==> config.mk <==
export PLATFORM = sky130hd
export DESIGN_NAME = clk_div_bank_flat
export DESIGN_NICKNAME = d
export VERILOG_FILES = /design/src/rtl/clk_div_bank_if.sv /design/src/rtl/clk_div_bank.sv /design/src/flat_wrapper.sv
export SDC_FILE = /design/constraint.sdc
export NUM_CORES = 1
export LEC_CHECK = 0
export BUFFER_PORTS_ARGS = -buffer_cell sky130_fd_sc_hd__buf_2
export CAP_MARGIN = 20
export CORE_AREA = 10 10 86 80
export CTS_BUF_LIST = sky130_fd_sc_hd__clkbuf_16
export DETAILED_ROUTE_END_ITERATION = 7
export DIE_AREA = 0 0 96 90
export PLACE_DENSITY = 0.65
export SYNTH_ARGS = -nofsm -noshare
export SYNTH_HDL_FRONTEND = slang
export SYNTH_SLANG_ARGS = --single-unit
==> constraint.sdc <==
create_clock -name sysclk -period 4.5 [get_ports sysclk]
set_clock_uncertainty 0.2 [all_clocks]
set_input_delay 0.45 -clock sysclk [delete_from_list [all_inputs] [get_ports sysclk]]
set_output_delay 0.45 -clock sysclk [all_outputs]
set_load 0.02 [all_outputs]
==> src/rtl/clk_div_bank_if.sv <==
// Configuration, control and status bundle for clk_div_bank.
// The master side (bench or host) drives cfg/run/sync; the slave (divider bank) drives the status.
interface clk_div_bank_if #(
  parameter int unsigned NCH   = 2,
  parameter int unsigned DIV_W = 8,
  parameter int unsigned CH_W  = 1
);
  logic             cfg_we;
  logic [CH_W-1:0]  cfg_ch;
  logic [DIV_W-1:0] cfg_div;
  logic [NCH-1:0]   run;
  logic             sync;
  logic [NCH-1:0]   clk_out;
  logic [NCH-1:0]   tick;
  logic [NCH-1:0]   rise;
  logic [NCH-1:0]   busy;

  modport master (
    output cfg_we, cfg_ch, cfg_div, run, sync,
    input  clk_out, tick, rise, busy
  );

  modport slave (
    input  cfg_we, cfg_ch, cfg_div, run, sync,
    output clk_out, tick, rise, busy
  );
endinterface

==> src/rtl/clk_div_bank.sv <==
// Bank of independent programmable clock dividers with glitch-free retuning,
// clean stop/start and a shared phase-align strobe.
module clk_div_bank #(
  parameter int unsigned NCH     = 2,
  parameter int unsigned DIV_W   = 8,
  parameter int unsigned DEF_DIV = 15,
  parameter int unsigned CH_W    = 1
) (
  input  logic          sysclk,
  input  logic          reset,
  clk_div_bank_if.slave bus
);

  typedef logic [DIV_W-1:0] div_t;

  div_t           count_q    [NCH];
  div_t           count_d    [NCH];
  div_t           div_q      [NCH];
  div_t           div_d      [NCH];
  div_t           pend_div_q [NCH];
  div_t           pend_div_d [NCH];
  logic [NCH-1:0] pend_q, pend_d;
  logic [NCH-1:0] clk_q, clk_d;
  logic [NCH-1:0] tick_q, tick_d;
  logic [NCH-1:0] rise_q, rise_d;
  logic [NCH-1:0] apply;

  always_comb begin
    for (int unsigned i = 0; i < NCH; i++) begin
      count_d[i]    = count_q[i];
      div_d[i]      = div_q[i];
      pend_div_d[i] = pend_div_q[i];
      pend_d[i]     = pend_q[i];
      clk_d[i]      = clk_q[i];
      tick_d[i]     = 1'b0;
      rise_d[i]     = 1'b0;
      apply[i]      = 1'b0;

      if (bus.sync) begin
        count_d[i] = '0;
        clk_d[i]   = 1'b0;
        apply[i]   = pend_q[i];
      end else if (bus.run[i] || clk_q[i]) begin
        // A high phase always runs to completion, so dropping run never cuts a pulse short.
        if (count_q[i] == div_q[i]) begin
          count_d[i] = '0;
          clk_d[i]   = ~clk_q[i];
          tick_d[i]  = 1'b1;
          rise_d[i]  = ~clk_q[i];
          // Retune only at the falling edge so each full period uses one divisor.
          apply[i]   = pend_q[i] & clk_q[i];
        end else begin
          count_d[i] = count_q[i] + div_t'(1);
        end
      end else begin
        count_d[i] = '0;
        apply[i]   = pend_q[i];
      end

      if (apply[i]) begin
        div_d[i]  = pend_div_q[i];
        pend_d[i] = 1'b0;
      end

      // A write landing on the apply edge wins: it re-arms pend with the new value.
      if (bus.cfg_we && (32'(bus.cfg_ch) == i)) begin
        pend_div_d[i] = bus.cfg_div;
        pend_d[i]     = 1'b1;
      end
    end
  end

  always_ff @(posedge sysclk or posedge reset) begin
    if (reset) begin
      for (int unsigned i = 0; i < NCH; i++) begin
        count_q[i]    <= '0;
        div_q[i]      <= div_t'(DEF_DIV);
        pend_div_q[i] <= div_t'(DEF_DIV);
      end
      pend_q <= '0;
      clk_q  <= '0;
      tick_q <= '0;
      rise_q <= '0;
    end else begin
      for (int unsigned i = 0; i < NCH; i++) begin
        count_q[i]    <= count_d[i];
        div_q[i]      <= div_d[i];
        pend_div_q[i] <= pend_div_d[i];
      end
      pend_q <= pend_d;
      clk_q  <= clk_d;
      tick_q <= tick_d;
      rise_q <= rise_d;
    end
  end

  assign bus.clk_out = clk_q;
  assign bus.tick    = tick_q;
  assign bus.rise    = rise_q;
  assign bus.busy    = pend_q;

endmodule
==> src/flat_wrapper.sv <==
// flat-port wrapper written by rule: the top's interface ports become plain ports
module clk_div_bank_flat 
#(
  parameter int unsigned NCH     = 2,
  parameter int unsigned DIV_W   = 8,
  parameter int unsigned DEF_DIV = 15,
  parameter int unsigned CH_W    = 1
)
  (sysclk, reset, bus_cfg_we, bus_cfg_ch, bus_cfg_div, bus_run, bus_sync, bus_clk_out, bus_tick, bus_rise, bus_busy);
  clk_div_bank_if #(.NCH(NCH), .DIV_W(DIV_W), .CH_W(CH_W)) bus_i ();
  input  logic sysclk;
  input  logic reset;
  input wire logic [$bits(bus_i.cfg_we)-1:0] bus_cfg_we;
  input wire logic [$bits(bus_i.cfg_ch)-1:0] bus_cfg_ch;
  input wire logic [$bits(bus_i.cfg_div)-1:0] bus_cfg_div;
  input wire logic [$bits(bus_i.run)-1:0] bus_run;
  input wire logic [$bits(bus_i.sync)-1:0] bus_sync;
  output wire logic [$bits(bus_i.clk_out)-1:0] bus_clk_out;
  output wire logic [$bits(bus_i.tick)-1:0] bus_tick;
  output wire logic [$bits(bus_i.rise)-1:0] bus_rise;
  output wire logic [$bits(bus_i.busy)-1:0] bus_busy;
  assign bus_i.cfg_we = bus_cfg_we;
  assign bus_i.cfg_ch = bus_cfg_ch;
  assign bus_i.cfg_div = bus_cfg_div;
  assign bus_i.run = bus_run;
  assign bus_i.sync = bus_sync;
  assign bus_clk_out = bus_i.clk_out;
  assign bus_tick = bus_i.tick;
  assign bus_rise = bus_i.rise;
  assign bus_busy = bus_i.busy;
  clk_div_bank #(.NCH(NCH), .DIV_W(DIV_W), .DEF_DIV(DEF_DIV), .CH_W(CH_W)) u_core (.sysclk(sysclk), .reset(reset), .bus(bus_i));
endmodule
======== Word-level counts from Yosys, hierarchy flattened ========
Index checks and enable logic that the tools add are counted.
word-level totals
  register bits ........................... 56
  input port bits ......................... 15
  logic and storage cells ................. 67
cells by class
  $add $sub $neg .......................... 2
  equal/unequal tests ..................... 2
  muxes and demuxes ....................... 34
  bitwise logic cells ..................... 5
  reduce and logical (&&, ||, !) cells .... 12
operators by type and width
  cell                                                            count
  8-bit two-way mux                                               6
  1-bit two-way mux                                               28
  8-bit by 1-bit adder with 8-bit output (second input constant)  2
  8-bit == test                                                   2
  2-bit nonzero test                                              6
  2-bit AND reduction                                             2
  1-bit NOT                                                       3
  1-bit AND                                                       2
  1-bit logical AND                                               2
  1-bit logical OR                                                2

======== Logic depth before layout (Yosys ltp) ========
  depth in word-level cells ............... 6
  gate-level depth with buffers ........... 7
  gate-level depth less buffers ........... 5

======== Worst setup path before layout ========
No wires, ideal clock.
  kind .................................... reg2reg
  start ................................... register u_core.div_q[1] (netlist name)
  end ..................................... register u_core.div_q[4] (netlist name)
  arrival time ............................ 1.803 ns
  data required time ...................... 4.175 ns
  path slack .............................. 2.372 ns
  cell stages (with the launch flop) ...... 8
  period minus slack after synthesis ...... 2.128 ns
  cells stage by stage .................... dfstp_2 > xor2_1 > nor4_1 > a211o_1 > buf_6 > and3_4 > buf_6 > mux2_4
on the way
  longest elaborated chain between the ends .. 4
ends and longest elaborated chain
  element                          RTL line            text
  start, declared                  clk_div_bank.sv:18  div_t div_q [NCH];
  start signal, assigned by index  clk_div_bank.sv:77  div_q[i] <= div_t'(DEF_DIV);
  start signal, assigned by index  clk_div_bank.sv:87  div_q[i] <= div_d[i];
  8-bit == test                    clk_div_bank.sv:45  if (count_q[i] == div_q[i]) begin
  1-bit two-way mux                clk_div_bank.sv:45
  1-bit two-way mux                clk_div_bank.sv:43  end else if (bus.run[i] || clk_q[i]) begin
  1-bit two-way mux                clk_div_bank.sv:39  if (bus.sync) begin
Every way passes these cells.
A chain may end at the register's enable or synchronous reset.

======== Final worst setup path ========
  start ................................... register u_core.div_q[9] (netlist name)
  end ..................................... register u_core.div_q[14] (netlist name)
Same word-level chain as after synthesis.

==> reports/metrics.yaml <==
synthesis:
  synth.distinct_cells: 24
  synth_seq_area_share_pct: 57.55
  syn-num-nets: 199
  synth_top_area_share_pct: 40.53
  yosysTopAreaCell: "dfrtp_1"
  syn-instance-count: 182
  netlist_area_um2: 2470
  yosys_warnings: 0
  ys_top_cells_by_area: "dfrtp_1 (41%), dfstp_2 (17%), mux2_4 (9.7%)"
  ys_ff_latch: 56
  syn_area_per_cell_um2: 13.57
route:
  drc: 0
  drtPass1Iterations: 4
  routed_wl_um: 4402
  vias_per_cell: 5.134
  drt-initial-drc-count: 35
  ant_nets: 0
  num_vias: 1417
  wl_per_cell_um: 15.95
setup_path:
  start_kind: "flop"
  slowest_stage: "dfstp_2"
  worstRegToRegCells: 5
  end_kind: "flop"
  path_class: "reg -> reg"
  crit_fanout: 10
  critPathRequiredTime_ns: 4.47
  cp.arrival_ns: 2.33
  cpPeakStageDelay_ns: 0.55
  cp_cell_sequence: "xor2_1 -> nor4_1 -> a211o_1 -> and3_4 -> mux2_4"
grt:
  grt.total_usage_pct: 11.14
  antenna_found_initial: 0
  grt_max_degree: 57
  grt_pass1_vias: 1551
  grt_pass1_wl_um: 7672
  grt_overflow_total: 0
final_layout:
  final_cell_mix: "dfrtp_1 (40), xor2_1 (24), buf_2 (22)"
  antenna_cells: 0
  nFillCells: 430
  syn2layout_area_growth_pct: 13.73
  drive_above_1_share_pct: 39.71
  final_util_pct: 54.76
  nets: 225
  final_common_cell: "dfrtp_1"
timing:
  tightestPinTransition_ns: 0.8172
  finalSetupViolCount: 0
  fin_crit_sh_pct: 52.44
  final_hold_viol_count: 0
  setup_tns_ns: 0
  finalWorstPathRequiredPeriod_ns: 2.360
  fmax_mhz: 423.8
  slew_violations: 0
  timing.max_slew.rel_slack_pct: 45.41
  rsz0062_at_grt: "false"
status:
  outcome: "finished clean"
floorplanning:
  dieArea_um2: 8640
  ios: 23
  die_h_um: 90
  start_util_pct: 48.15
  rows: 25
  core_area_um2: 5130
  die_width_um: 96
placed_design:
  dp_hpwl_um: 3275
  gp_congestion: 0.8506
  port_buffers: 22
clock_network:
  cts_htree_levels: 2
  cts_buffer_depth: 2
  clk_pin_slew_ns: 0.07
  cts_hold_buf: 0
  cts_inserted_buffers: 5
  root_buffer: "clkbuf_16"
  cts-resized-gates: 0
  cts_sinks: 56
  post_cts_buffers: 0
  cts_tree: "built"
  clk_latency_ns: 0.29
pwr:
  power_leakage_nw: 1.338
  total_power_mw: 1.352
  max-vdd-ir-drop_uv: 200.5
  power.density_nw_per_um2: 481.4
job:
  drv_cap: 0
min_path:
  hold_path_depth: 2
  hold_path.class: "in -> reg"
sequential cells by signal, indices dropped and copies added, names as in the netlist:
register            cells
u_core.count_q         16
u_core.bus.busy         2
u_core.bus.tick         2
u_core.bus.clk_out      2
u_core.div_q           16
u_core.bus.rise         2
u_core.pend_div_q      16
Yosys cell counts:
| master | count |
|---|---|
| mux2_4 | 16 |
| mux2_2 | 16 |
| nor4_1 | 4 |
| a211o_1 | 2 |
| a31o_2 | 2 |
| and3_1 | 5 |
| nor3_1 | 2 |
| nand3_1 | 8 |
| clkbuf_1 | 1 |
| inv_1 | 4 |
| buf_6 | 4 |
| xnor2_1 | 4 |
| a21oi_1 | 1 |
| and3_4 | 2 |
| dfrtp_1 | 40 |
| a31oi_1 | 1 |
| ha_1 | 2 |
| a21o_1 | 1 |
| nor2_1 | 20 |
| nand3b_1 | 2 |
| nor2b_1 | 1 |
| dfstp_2 | 16 |
| xor2_1 | 24 |
| nand2_1 | 4 |
layout make-up:
cell class                 count  area, um^2  share of cell area (%)
tap                           67       83.83                   2.984
inverter                       4       15.01                  0.5345
clock inverter                 3       38.79                   1.381
multi-input combinational    117       984.7                   35.06
sequential                    56        1421                   50.60
timing repair buffer          24       140.1                   4.989
clock buffer                   5       125.1                   4.454
per-stage QoR:
stage / hold WS (ns) / instance area (um^2) / cells / setup slack, ns
after floorplan: 0.2757 / 2470 / 182 / 2.372
after global placement: 0.2908 / 2615 / 266 / 2.244
after detailed placement: 0.2895 / 2615 / 266 / 2.174
after CTS: 0.2053 / 2779 / 274 / 2.149
after global routing: 0.2065 / 2809 / 276 / 1.956
final: 0.2099 / 2809 / 276 / 2.140
path summary, 6_finish.rpt:
| kind | start | to | slack, ns |
|---|---|---|---|
| min in group asynchronous | reset | u_core.bus.rise[0] | 0.47 |
| max in group asynchronous | reset | u_core.div_q[1] | 3.05 |
| max reg2reg | u_core.div_q[9] | u_core.div_q[14] | 2.14 |
| max | u_core.div_q[9] | u_core.div_q[14] | 2.14 |
| min reg2reg | u_core.bus.busy[0] | u_core.bus.busy[0] | 0.31 |
| min | bus_cfg_div[7] | u_core.pend_div_q[15] | 0.21 |
routing by layer:
metal	vias to the layer above	track usage (%)	routed length (um)
li1	667	-	-
met1	713	14.45	2094
met2	31	16.31	1921
met3	6	3.990	315
met4	0	4.423	70
met5	-	0	0
report_power, final:
part           leakage (nW)  switching [mW]  internal, mW  total (mW)
clock network        0.0850           0.162         0.259       0.422
registers             0.687          0.0723         0.626       0.698
logic                 0.565          0.0849         0.148       0.233
kinds of logic after synthesis:
logic type               after synthesis  synth area share, %
adder cells (fa/ha/maj)                2                1.013
flip-flops                            56                57.55
multiplexers                          32                17.02
AND/OR/NAND/NOR                       48                9.726
XOR/XNOR                              28                9.929
buffers and inverters                  9                2.583
AO/OA/AOI/OAI                          7                2.179
worst max-delay path: cells and delay by family, from the launching register on:
family                    cells  cell delay [ns]
and+or+nand+nor               2             0.72
xor gates and xnor gates      1             0.07
muxes                         1             0.31
AOI/OAI and AO/OA             1             0.39
DFF                           1             0.55
Power figures use the tool's default switching activity.
